$ cat src/rtl/lsu_mem_access.sv
// Load/store unit: issues one doubleword-aligned bus access at a time and returns
// lane-shifted, zero- or sign-extended load data to writeback.
module lsu_mem_access #(
  parameter int unsigned ADDR_W = 64,
  parameter int unsigned DATA_W = 64
) (
  input  logic              clk,
  input  logic              rst,
  input  logic              in_valid,
  output logic              in_ready,
  input  logic              MemWr,
  input  logic [2:0]        MemOP,
  input  logic [ADDR_W-1:0] addr,
  input  logic [DATA_W-1:0] wdata,
  output logic              out_valid,
  input  logic              out_ready,
  output logic [DATA_W-1:0] rdata,
  output logic              misalign,
  output logic              mem_req_valid,
  input  logic              mem_req_ready,
  output logic [ADDR_W-1:0] mem_addr,
  output logic              mem_wen,
  output logic [7:0]        mem_wmask,
  output logic [DATA_W-1:0] mem_wdata,
  input  logic              mem_rsp_valid,
  input  logic [DATA_W-1:0] mem_rdata
);

  typedef enum logic [1:0] {StIdle, StReq, StWait, StDone} lsuState_e;

  lsuState_e   stateQ;
  logic [2:0]  memOpQ;
  logic [2:0]  offsetQ;
  logic        isStoreQ;

  logic [7:0]        baseMask;
  logic              badAccess;
  logic [7:0]        storeMask;
  logic [DATA_W-1:0] storeData;
  logic [DATA_W-1:0] shifted;
  logic [DATA_W-1:0] loadVal;
  logic              sgn;

  // Request-side decode straight from the EX inputs, used on the accepting cycle.
  always_comb begin
    baseMask  = 8'h00;
    badAccess = 1'b0;
    case (MemOP[1:0])
      2'b00: begin
        baseMask  = {8{MemOP[2]}};
        badAccess = !MemOP[2] || (addr[2:0] != 3'b000);
      end
      2'b01: begin
        baseMask  = 8'h0F;
        badAccess = (addr[1:0] != 2'b00);
      end
      2'b10: begin
        baseMask  = 8'h03;
        badAccess = addr[0];
      end
      default: begin
        baseMask  = 8'h01;
        badAccess = 1'b0;
      end
    endcase
    storeMask = baseMask << addr[2:0];
    storeData = wdata << {addr[2:0], 3'b000};
  end

  // Load extraction uses the latched size/offset, since addr may change after acceptance.
  always_comb begin
    shifted = mem_rdata >> {offsetQ, 3'b000};
    sgn     = memOpQ[2] && (memOpQ[1:0] != 2'b00);
    case (memOpQ[1:0])
      2'b01:   loadVal = {{32{sgn & shifted[31]}}, shifted[31:0]};
      2'b10:   loadVal = {{48{sgn & shifted[15]}}, shifted[15:0]};
      2'b11:   loadVal = {{56{sgn & shifted[7]}}, shifted[7:0]};
      default: loadVal = shifted;
    endcase
  end

  always_ff @(posedge clk) begin
    if (rst) begin
      stateQ        <= StIdle;
      memOpQ        <= 3'b000;
      offsetQ       <= 3'b000;
      isStoreQ      <= 1'b0;
      in_ready      <= 1'b1;
      out_valid     <= 1'b0;
      rdata         <= '0;
      misalign      <= 1'b0;
      mem_req_valid <= 1'b0;
      mem_addr      <= '0;
      mem_wen       <= 1'b0;
      mem_wmask     <= 8'h00;
      mem_wdata     <= '0;
    end else begin
      case (stateQ)
        StIdle: begin
          if (in_valid) begin
            memOpQ   <= MemOP;
            isStoreQ <= MemWr;
            offsetQ  <= addr[2:0];
            in_ready <= 1'b0;
            if (badAccess) begin
              misalign  <= 1'b1;
              rdata     <= '0;
              out_valid <= 1'b1;
              stateQ    <= StDone;
            end else begin
              mem_req_valid <= 1'b1;
              mem_addr      <= {addr[ADDR_W-1:3], 3'b000};
              mem_wen       <= MemWr;
              mem_wmask     <= MemWr ? storeMask : 8'hFF;
              mem_wdata     <= MemWr ? storeData : '0;
              stateQ        <= StReq;
            end
          end
        end
        StReq: begin
          if (mem_req_ready) begin
            mem_req_valid <= 1'b0;
            stateQ        <= StWait;
          end
        end
        StWait: begin
          if (mem_rsp_valid) begin
            rdata     <= isStoreQ ? '0 : loadVal;
            out_valid <= 1'b1;
            stateQ    <= StDone;
          end
        end
        default: begin
          if (out_ready) begin
            out_valid <= 1'b0;
            misalign  <= 1'b0;
            in_ready  <= 1'b1;
            stateQ    <= StIdle;
          end
        end
      endcase
    end
  end

endmodule

$ cat config.mk
export PLATFORM = sky130hd
export DESIGN_NAME = lsu_mem_access
export DESIGN_NICKNAME = d
export VERILOG_FILES = /design/src/rtl/lsu_mem_access.sv
export SDC_FILE = /design/constraint.sdc
export NUM_CORES = 1
export LEC_CHECK = 0
export BUFFER_PORTS_ARGS = -buffer_cell sky130_fd_sc_hd__buf_4
export CORE_MARGIN = 2
export CORE_UTILIZATION = 45
export DETAILED_ROUTE_END_ITERATION = 7
export MAX_ROUTING_LAYER = met4
export PLACE_DENSITY_LB_ADDON = 0.3
export SYNTH_ARGS = -nofsm -noshare
export SYNTH_HDL_FRONTEND = slang
export SYNTH_SLANG_ARGS = --single-unit
$ cat constraint.sdc
create_clock -name clk -period 7.3 [get_ports clk]
set_input_delay 1.46 -clock clk [delete_from_list [all_inputs] [get_ports clk]]
set_output_delay 1.46 -clock clk [all_outputs]
set_load 0.01 [all_outputs]
==> results of run 1 <==
## state kept, by name, indices dropped and copies added, names as in the netlist
| name | flops |
|---|---|
| in_ready | 1 |
| isStoreQ | 1 |
| memOpQ | 3 |
| mem_addr | 61 |
| mem_req_valid | 1 |
| mem_wdata | 64 |
| mem_wen | 1 |
| mem_wmask | 8 |
| misalign | 1 |
| offsetQ | 3 |
| out_valid | 1 |
| rdata | 64 |
| stateQ | 2 |
## worst min-delay path, cell delays in order (launching register included)
cell and delay, ns:
dfxtp_1 0.31, nand2_1 0.05, a21oi_1 0.05
## cell type report
cell class	instances	area (sq um)	share of cell area [%]
Clock buffer	33	694	4.77
Clock inverter	10	119	0.817
Inverter	14	52.6	0.361
Multi-Input combinational cell	945	5950	40.9
Sequential cell	211	4230	29.1
Tap cell	319	399	2.74
Timing Repair Buffer	413	3100	21.3
## placed cells by master, fill, tap and decap left out, drive strengths merged, types with 2 or more instances in the layout
master and count:
clkinvlp 3, nor2 101, and3 8, dfxtp 211, o221a 2, ha 8, buf 413, a22oi 33
o22ai 11, nor3 6, or2 3, a31oi 11, conb 3, o211ai 2, o2bb2ai 40, o31a 3
a32oi 8, a211oi 27, a311oi 2, a22o 48, nand3 18, mux2i 102, inv 14, nor2b 10
mux4 9, o21ai 72, bufinv 2, a21o 7, clkbuf 33, and2 5, a21oi 156, nand2 206
clkinv 5, mux2 24, nand2b 6
## routing by layer
layer	vias to the layer above	track usage (%)	part of all wire, %
met3	75	5.37	8.8
li1	5260	-	-
met2	613	52.0	48
met1	5312	38.4	39
met4	0	11.2	3.4
met5	-	-	0
## stage by stage
stage	setup slack, ns	hold WS (ns)	instances	utilization [%]
floorplan	3.98	0.459	1283	-
global placement	2.80	0.442	1902	58.7
detailed placement	2.60	0.447	1902	58.7
CTS	3.15	0.455	1945	62.1
global route	2.90	0.472	1945	62.1
finish	3.06	0.452	1945	62.1
## path summary, 6_finish.rpt
check,from,endpoint,cells past startpoint
setup / recovery,addr[2],mem_wdata[54]$_SDFFE_PP0P_,7
hold / removal,mem_addr[47]$_SDFFE_PP0P_,mem_addr[47]$_SDFFE_PP0P_,2
setup reg to reg,stateQ[0]$_SDFFE_PP0P_,rdata[53]$_SDFFE_PP0P_,7
hold reg to reg,mem_addr[47]$_SDFFE_PP0P_,mem_addr[47]$_SDFFE_PP0P_,2
## power by group
part	internal [mW]	leakage [nW]	total [mW]	switching (mW)
Combinational	0.508	4.17	1.24	0.734
Sequential	1.28	1.71	1.38	0.0963
Clock	0.737	0.394	1.23	0.496
## cell families (layout without fill, tap and decap cells)
| kind of cell | count (synthesis) | in the layout |
|---|---|---|
| other | 1 | 3 |
| AOI/OAI and AO/OA | 431 | 431 |
| adders and majority gates | 8 | 8 |
| and+or+nand+nor | 368 | 368 |
| DFF | 211 | 211 |
| buffers and inverters | 127 | 470 |
| muxes | 135 | 135 |
==> results.md, run 1 <==
- Vias per inst: 5.79
- CP max FO: 53
- Req. time, crit path: 7.73 ns
- CP delay by family, top: simple AND/OR/NAND/NOR gates
- Status: finished clean
- Startpoint type of the worst setup path: input port
- Flop2flop setup slack: 4.03 ns
- Max clock buf depth: 3
- Initial antenna violation count: 0
- Core Rows: 56
- Ratio of cells with drive above 1 in the final layout: 31.1%
- Detailed Place HPWL: 29.2 mm
- Largest area contributor in the netlist: dfxtp_1
- Synth async-reset ratio: 0%
- Drt first pass iters: 6
- CTS Buf Count: 24
- Slowest-stage cell, CP: and2_1
- Starting Density: 45.7%
- Maximum VDD drop: 184 uV
- Post-cts repair resize count: 0
- Die area: 25,000 sq um
- Count leader, synth: dfxtp_1
- Worst-path cell chain: buf_4 -> or3b_1 -> a221oi_2 -> or2_2 -> and2_1 -> nand2_1 -> o2bb2ai_1
- Vias in the first global route: 10,600
- Die width: 158 um
- Post-synth top area share: 39.5%
- First-pass GRT wire length: 59.5 mm
- Wire length per cell: 20.7 um
- Tot Pwr: 3.85 mW
- Element type at the critical path end: register
- Avg Cell Area, Syn: 8.36 sq um
- Mux share of post-synthesis cell area: 14.0%
- Worst path bufs/invs: 1
- Commonest cells in the netlist: dfxtp_1, nand2_1, a21oi_1
- GRT overflow: 0
- TritonCTS clock tree: done
- Slew Limit Fails: 0
- Clock skew: 0.0118 ns
- Cells after synthesis: 1,281
- Fin. Hold Viols: 0
- Synth-to-Final Area Change: 35.9%
- Max Clk Rate: 236 MHz
- Via count: 11,300
- Nets: 1,819
- RSZ-0062 raised after global routing: false
- WP data arrival: 4.66 ns
- # setup viols final: 0
- Top post-synthesis cells by area: dfxtp_1, mux2i_1, a21oi_1
- HP Class: register to register
- Synth Cell Area: 10,700 sq um
- Number of synthesized register bits: 211
- Main synth FF type: dfxtp_1
- Setup Crit Path Kind: input port to register
- Complex-gate fraction of the synthesized area: 26.2%
- Minimum clock period after layout: 4.24 ns
- XOR/XNOR share of the synthesized area: 0%
- Ant. Diodes: 0
- Layout fillers: 2,083
- Post-route ant nets: 0
- EDFF count, synth: 0
- Max-cap violations: 0
- Relative slew slack: 23.5%
- RePlAce Congestion: 0.960
- Max stage delay on crit path: 0.73 ns
- Worst-Margin Slew: 1.15 ns
- Post-Route WL: 40.2 mm
- Post-route cell area: 14,500 sq um
- Clock transition at path regs: 0.06 ns
- Io pins: 407
- Post-DP Area: 13,700 sq um
- Root Buffer: clkbuf_16
- Adder-cell share of the synthesized area: 0.935%
- Simple-gate area share of the yosys netlist: 14.3%
- Post-CTS repair timing setup buffer count: 0
- Clock Latency Late Sink: 0.52 ns
- Pwr Density: 265 nW/um^2
- Clock Sinks: 211
- Initial DRC Count: 979
- Die Y: 158 um
- LEAKAGE: 6.28 nW
- H-tree levels: 1
- DR DRC count: 0
- Fin crit share: 58.1%
- Warnings, synthesis: 0
- Seq/Total Area, Yosys: 39.5%
- Port bufs: 403
- Number of hold buffers added after CTS: 0
- Gr usage total: 31.3%
- Largest net degree at the start of global routing: 95
- Main combinational cell family by area after synthesis: compound AO/OA/AOI/OAI gates
- Core area: 23,400 sq um
- Yosys cell types: 55
- Setup TNS: 0 ns
Note: power is estimated with default switching activity, not from simulation.
==> run 2, diff against run 1 <==
==> constraint.sdc (replaced) <==
create_clock -name clk -period 3.97 [get_ports clk]
set_input_delay 0.794 -clock clk [delete_from_list [all_inputs] [get_ports clk]]
set_output_delay 0.794 -clock clk [all_outputs]
set_load 0.01 [all_outputs]
==> results.md, run 2 (same netlist as run 1, synthesis figures left out) <==
- Io pins: 407
- Post-Route WL: 40.2 mm
- Layout fillers: 2,093
- CP max FO: 44
- Met3 usage: 5.80%
- Max stage delay on crit path: 0.75 ns
- Req. time, crit path: 4.38 ns
- Number of hold buffers added after CTS: 0
- Max-cap violations: 0
- Via count: 11,300
- LEAKAGE: 6.31 nW
- Gr usage total: 31.3%
- Post-route ant nets: 0
- First-pass GRT wire length: 59.4 mm
- Startpoint type of the worst setup path: register
- Die area: 25,000 sq um
- Commonest non-fill, non-tap cell in the layout: buf_4
- RSZ-0062 raised after global routing: false
- Flop2flop setup slack: 1.04 ns
- Status: finished clean
- Crit path launch: offsetQ[1]$_SDFFE_PP0P_
- Die width: 158 um
- Fin. Hold Viols: 0
- Worst-path cell chain: mux2i_1 -> a22oi_1 -> nand4_1 -> o31a_1 -> o21ai_0 -> a22o_1
- Clock transition at path regs: 0.06 ns
- Cell depth of the worst flop-to-flop path: 6
- Initial DRC Count: 963
- Detailed Place HPWL: 29.4 mm
- Slowest-stage cell, CP: dfxtp_4
- Setup ws final: 1.04 ns
- Sw Ratio: 34.3%
- Met1 Resource Use GR: 38.4%
- Element type at the critical path end: register
- Worst-Margin Slew: 1.15 ns
- Slew Limit Fails: 0
- Core area: 23,400 sq um
- Ant. Diodes: 0
- DR DRC count: 0
- Tot Pwr: 7.11 mW
- Setup TNS: 0 ns
- Wire length per cell: 20.6 um
- Routing usage on met2: 50.9%
- Drt first pass iters: 7
- Multi-input gate area: 5950 sq um
- Starting Density: 45.7%
- Vias per inst: 5.79
- RR Startpoint: offsetQ[1]$_SDFFE_PP0P_
- Area taken by flip-flops and latches: 4230 sq um
- Ratio of cells with drive above 1 in the final layout: 31.2%
- CTS Buf Count: 24
- Synth-to-Final Area Change: 36.3%
- WP data arrival: 3.34 ns
- Proportion of power drawn by the clock network: 32.0%
- DP Worst Slack: 0.625 ns
- GRT overflow: 0
- TritonCTS clock tree: done
- Clock skew: 0.0124 ns
- Sequential share of power: 36.0%
- # setup viols final: 0
- Final Hold Slack: 0.453 ns
- Comb power frac: 31.9%
- Initial antenna violation count: 0
- Max Clk Rate: 341 MHz
- Fin crit share: 73.8%
- Switching power: 2.43 mW
- Largest net degree at the start of global routing: 103
- CP endpoint: rdata[19]$_SDFFE_PP0P_
- Clock Sinks: 211
- Post-CTS repair timing setup buffer count: 0
- Die Y: 158 um
- Top Usage Layer GRT: met2
- Leading cell types in the layout, fill and taps excluded: buf_4, dfxtp_1, nand2_1, a21oi_1, mux2i_1
- Minimum clock period after layout: 2.93 ns
- Vias in the first global route: 10,600
- Max clock buf depth: 3
- Port bufs: 403
- Root Buffer: clkbuf_16
- H-tree levels: 1
- Setup Crit Path Kind: register to register
- Relative slew slack: 22.7%
- Pwr Density: 487 nW/um^2
- Nets: 1,826
- Regs by FF count: mem_wdata (64), rdata (64), mem_addr (61)
- Critical R2R Capture: rdata[19]$_SDFFE_PP0P_
- Maximum VDD drop: 401 uV
- RePlAce Congestion: 0.994
- HP Class: register to register
- Clock Latency Late Sink: 0.52 ns
- Post-cts repair resize count: 0
- Internal power: 4.67 mW
- Core Rows: 56
## run 2: power by group through the flow
stage / clock, mW / sequential (mW) / combinational (mW)
2_1_floorplan: 0 / 2.61 / 1.30
3_3_place_gp: 0 / 2.59 / 2.23
3_5_place_dp: 0 / 2.60 / 2.24
4_1_cts: 2.31 / 2.56 / 2.25
5_1_grt: 2.40 / 2.59 / 2.46
6_report: 2.28 / 2.56 / 2.27
## run 2: area by class of cell
type / count / area share [%]
Timing Repair Buffer: 420 / 21.6
Multi-Input combinational cell: 945 / 40.8
Clock inverter: 10 / 0.926
Inverter: 14 / 0.360
Sequential cell: 211 / 29.0
Tap cell: 319 / 2.74
Clock buffer: 31 / 4.58
## run 2: critical path: cells and delay by family, from the launching register on
| kind | cells | cell delay [ns] |
|---|---|---|
| flip-flops | 1 | 0.75 |
| AND/OR/NAND/NOR | 1 | 0.32 |
| multiplexers | 1 | 0.43 |
| AO/OA/AOI/OAI | 4 | 1.31 |
## run 2: metal layers
metal / wire, um / share of wire, %
met1: 16000 / 40
met2: 19000 / 47
met3: 3500 / 8.7
met4: 1620 / 4.0
met5: 0 / 0
## run 2: metrics by stage
stage	instance area (sq um)	utilization, %	std cells
after CTS	14600	62.3	1950
after global placement	13800	58.9	1909
final	14600	62.3	1950
after global routing	14600	62.3	1950
after detailed placement	13800	58.9	1909
after floorplan	10700	-	1283
## run 2: how the worst min path moves through the flow
stage | from | to | slack, ns | cells after the start
global route | mem_addr[44]$_SDFFE_PP0P_ | mem_addr[44]$_SDFFE_PP0P_ | 0.47 | 2
CTS | mem_addr[39]$_SDFFE_PP0P_ | mem_addr[39]$_SDFFE_PP0P_ | 0.46 | 2
finish | mem_addr[36]$_SDFFE_PP0P_ | mem_addr[36]$_SDFFE_PP0P_ | 0.45 | 2
floorplan | isStoreQ$_SDFFE_PP0P_ | isStoreQ$_SDFFE_PP0P_ | 0.46 | 2
detailed placement | mem_wdata[9]$_SDFFE_PP0P_ | mem_wdata[9]$_SDFFE_PP0P_ | 0.45 | 1
global placement | mem_addr[18]$_SDFFE_PP0P_ | mem_addr[18]$_SDFFE_PP0P_ | 0.44 | 2
==> run 3, diff against run 2 <==
--- a/config.mk
+++ b/config.mk
@@ -5,6 +5,7 @@
 export SDC_FILE = /design/constraint.sdc
 export NUM_CORES = 1
 export LEC_CHECK = 0
+export ABC_AREA = 1
 export BUFFER_PORTS_ARGS = -buffer_cell sky130_fd_sc_hd__buf_4
 export CORE_MARGIN = 2
 export CORE_UTILIZATION = 45
==> constraint.sdc (replaced) <==
create_clock -name clk -period 2.53 [get_ports clk]
set_input_delay 0.506 -clock clk [delete_from_list [all_inputs] [get_ports clk]]
set_output_delay 0.506 -clock clk [all_outputs]
set_load 0.01 [all_outputs]
==> results.md, run 3 <==
- Status: finished clean
- Slew Limit Fails: 0
- Regs by FF count: mem_wdata (64), rdata (64), mem_addr (61)
- DR DRC count: 0
- Synth-to-Final Area Change: 34.2%
- Complex-gate fraction of the synthesized area: 23.1%
- GRT overflow: 0
- Leading cell types in the layout, fill and taps excluded: nand2_1, buf_4, o21ai_0, nor2_1, dfxtp_1
- Warnings, synthesis: 0
- Initial antenna violation count: 0
- Final Hold Slack: 0.203 ns
- Fin. Hold Viols: 0
- Clock skew: 0.0158 ns
- Adder-cell share of the synthesized area: 0.846%
- Relative slew slack: 57.8%
- Initial DRC Count: 1,301
- Main combinational cell family by area after synthesis: simple AND/OR/NAND/NOR gates
- Layout fillers: 2,500
- Main synth FF type: dfxtp_1
- Mux share of post-synthesis cell area: 0.423%
- Io pins: 407
- Die width: 166 um
- Die Y: 166 um
- Setup TNS: 0 ns
- Element type at the critical path end: register
- Count leader, synth: nand2_1
- Wire length per cell: 17.7 um
- Post-Route WL: 45.0 mm
- Ratio of cells with drive above 1 in the final layout: 24.4%
- Via count: 13,900
- Max clock buf depth: 3
- Avg Cell Area, Syn: 6.36 sq um
- LEAKAGE: 7.48 nW
- RePlAce Congestion: 1.01
- Seq/Total Area, Yosys: 35.7%
- CP max FO: 23
- Number of synthesized register bits: 211
- Clock Sinks: 211
- Post-synth top area share: 35.7%
- Number of hold buffers added after CTS: 0
- Commonest non-fill, non-tap cell in the layout: nand2_1
- # setup viols final: 0
- TritonCTS clock tree: done
- Worst-Margin Slew: 0.633 ns
- Core area: 25,900 sq um
- Cells after synthesis: 1,862
- RSZ-0062 raised after global routing: false
- Starting Density: 45.7%
- Yosys cell types: 41
- Port bufs: 403
- Commonest cells in the netlist: nand2_1, o21ai_0, nor2_1
- CTS Buf Count: 24
- HP Class: input port to register
- Minimum clock period after layout: 2.13 ns
- H-tree levels: 1
- Startpoint type of the worst setup path: register
- Drt first pass iters: 5
- Clock transition at path regs: 0.06 ns
- Root Buffer: clkbuf_16
- Post-cts repair resize count: 0
- EDFF count, synth: 0
- Ant. Diodes: 0
- Synth async-reset ratio: 0%
- Pwr Density: 870 nW/um^2
- XOR/XNOR share of the synthesized area: 0%
- Clock Latency Late Sink: 0.52 ns
- Fin crit share: 84.3%
- Die area: 27,600 sq um
- Top post-synthesis cells by area: dfxtp_1, nand2_1, o21ai_0
- Max-cap violations: 0
- Nets: 2,405
- Setup Crit Path Kind: register to register
- Vias in the first global route: 13,200
- WP data arrival: 2.51 ns
- Synth Cell Area: 11,800 sq um
- Post-route ant nets: 0
- Simple-gate area share of the yosys netlist: 30.3%
- Post-CTS repair timing setup buffer count: 0
- Gr usage total: 32.1%
- Largest net degree at the start of global routing: 129
- Detailed Place HPWL: 33.2 mm
- Maximum VDD drop: 681 uV
- Vias per inst: 5.45
- First-pass GRT wire length: 70.4 mm
- Core Rows: 59
- Max Clk Rate: 469 MHz
- Req. time, crit path: 2.91 ns
- Largest area contributor in the netlist: dfxtp_1
run 3: cells by family after synthesis:
group | count (synthesis)
and+or+nand+nor | 868
AOI/OAI and AO/OA | 519
buffers and inverters | 250
DFF | 211
adders and majority gates | 8
muxes | 5
other | 1
run 3: worst max-delay path, cell delays in order (launching register included):
cell and delay [ns]:
dfxtp_1 0.35, inv_2 0.14, buf_4 0.28, nand3_1 0.12, nand3_1 0.13, nand2_1 0.12, nand2_2 0.10, nand2_2 0.19
o21ai_0 0.46, a21oi_1 0.11
run 3: routing by layer:
metal  up-vias  track usage [%]  part of all wire [%]
met2       666             52.2                    46
met1      6300             38.3                    39
met4         0             16.1                   5.5
li1       6769                -                     -
met5         -                -                     0
met3       151             5.70                   9.0
run 3: final timing paths:
| kind | startpoint | endpoint | slack (ns) | cells after the start |
|---|---|---|---|---|
| setup / recovery | offsetQ[1]$_SDFFE_PP0P_ | rdata[24]$_SDFFE_PP0P_ | 0.40 | 9 |
| hold / removal | addr[18] | mem_addr[18]$_SDFFE_PP0P_ | 0.20 | 3 |
| setup reg to reg | offsetQ[1]$_SDFFE_PP0P_ | rdata[24]$_SDFFE_PP0P_ | 0.40 | 9 |
| hold reg to reg | in_ready$_SDFFE_PP1P_ | in_ready$_SDFFE_PP1P_ | 0.46 | 1 |
run 3: power by group:
group,internal (mW),switching (mW)
logic,2.26,3.74
clock network,2.21,1.42
registers,3.86,0.317
run 3: final cells by class:
type                    count  area, sq um  area share, %
clock buffers              35          692           4.36
clock inverters             9          140          0.882
inverters                 101          384           2.42
multi-input cells        1403         6480           40.8
flip-flops and latches    211         4230           26.6
well taps                 335          419           2.64
repair buffers            454         3550           22.3
run 3: per-stage QoR:
stage / area [sq um] / setup WS, ns / utilization, % / total power, mW / std cells
6_report: 15900 / 0.398 / 61.3 / 13.8 / 2548
5_1_grt: 15900 / 0.233 / 61.3 / 14.7 / 2548
4_1_cts: 15900 / 0.412 / 61.3 / 13.8 / 2548
3_5_place_dp: 15100 / 0.246 / 58.1 / 10.2 / 2504
3_3_place_gp: 15100 / 0.327 / 58.1 / 10.1 / 2504
2_1_floorplan: 11800 / 0.635 / - / 7.95 / 1864
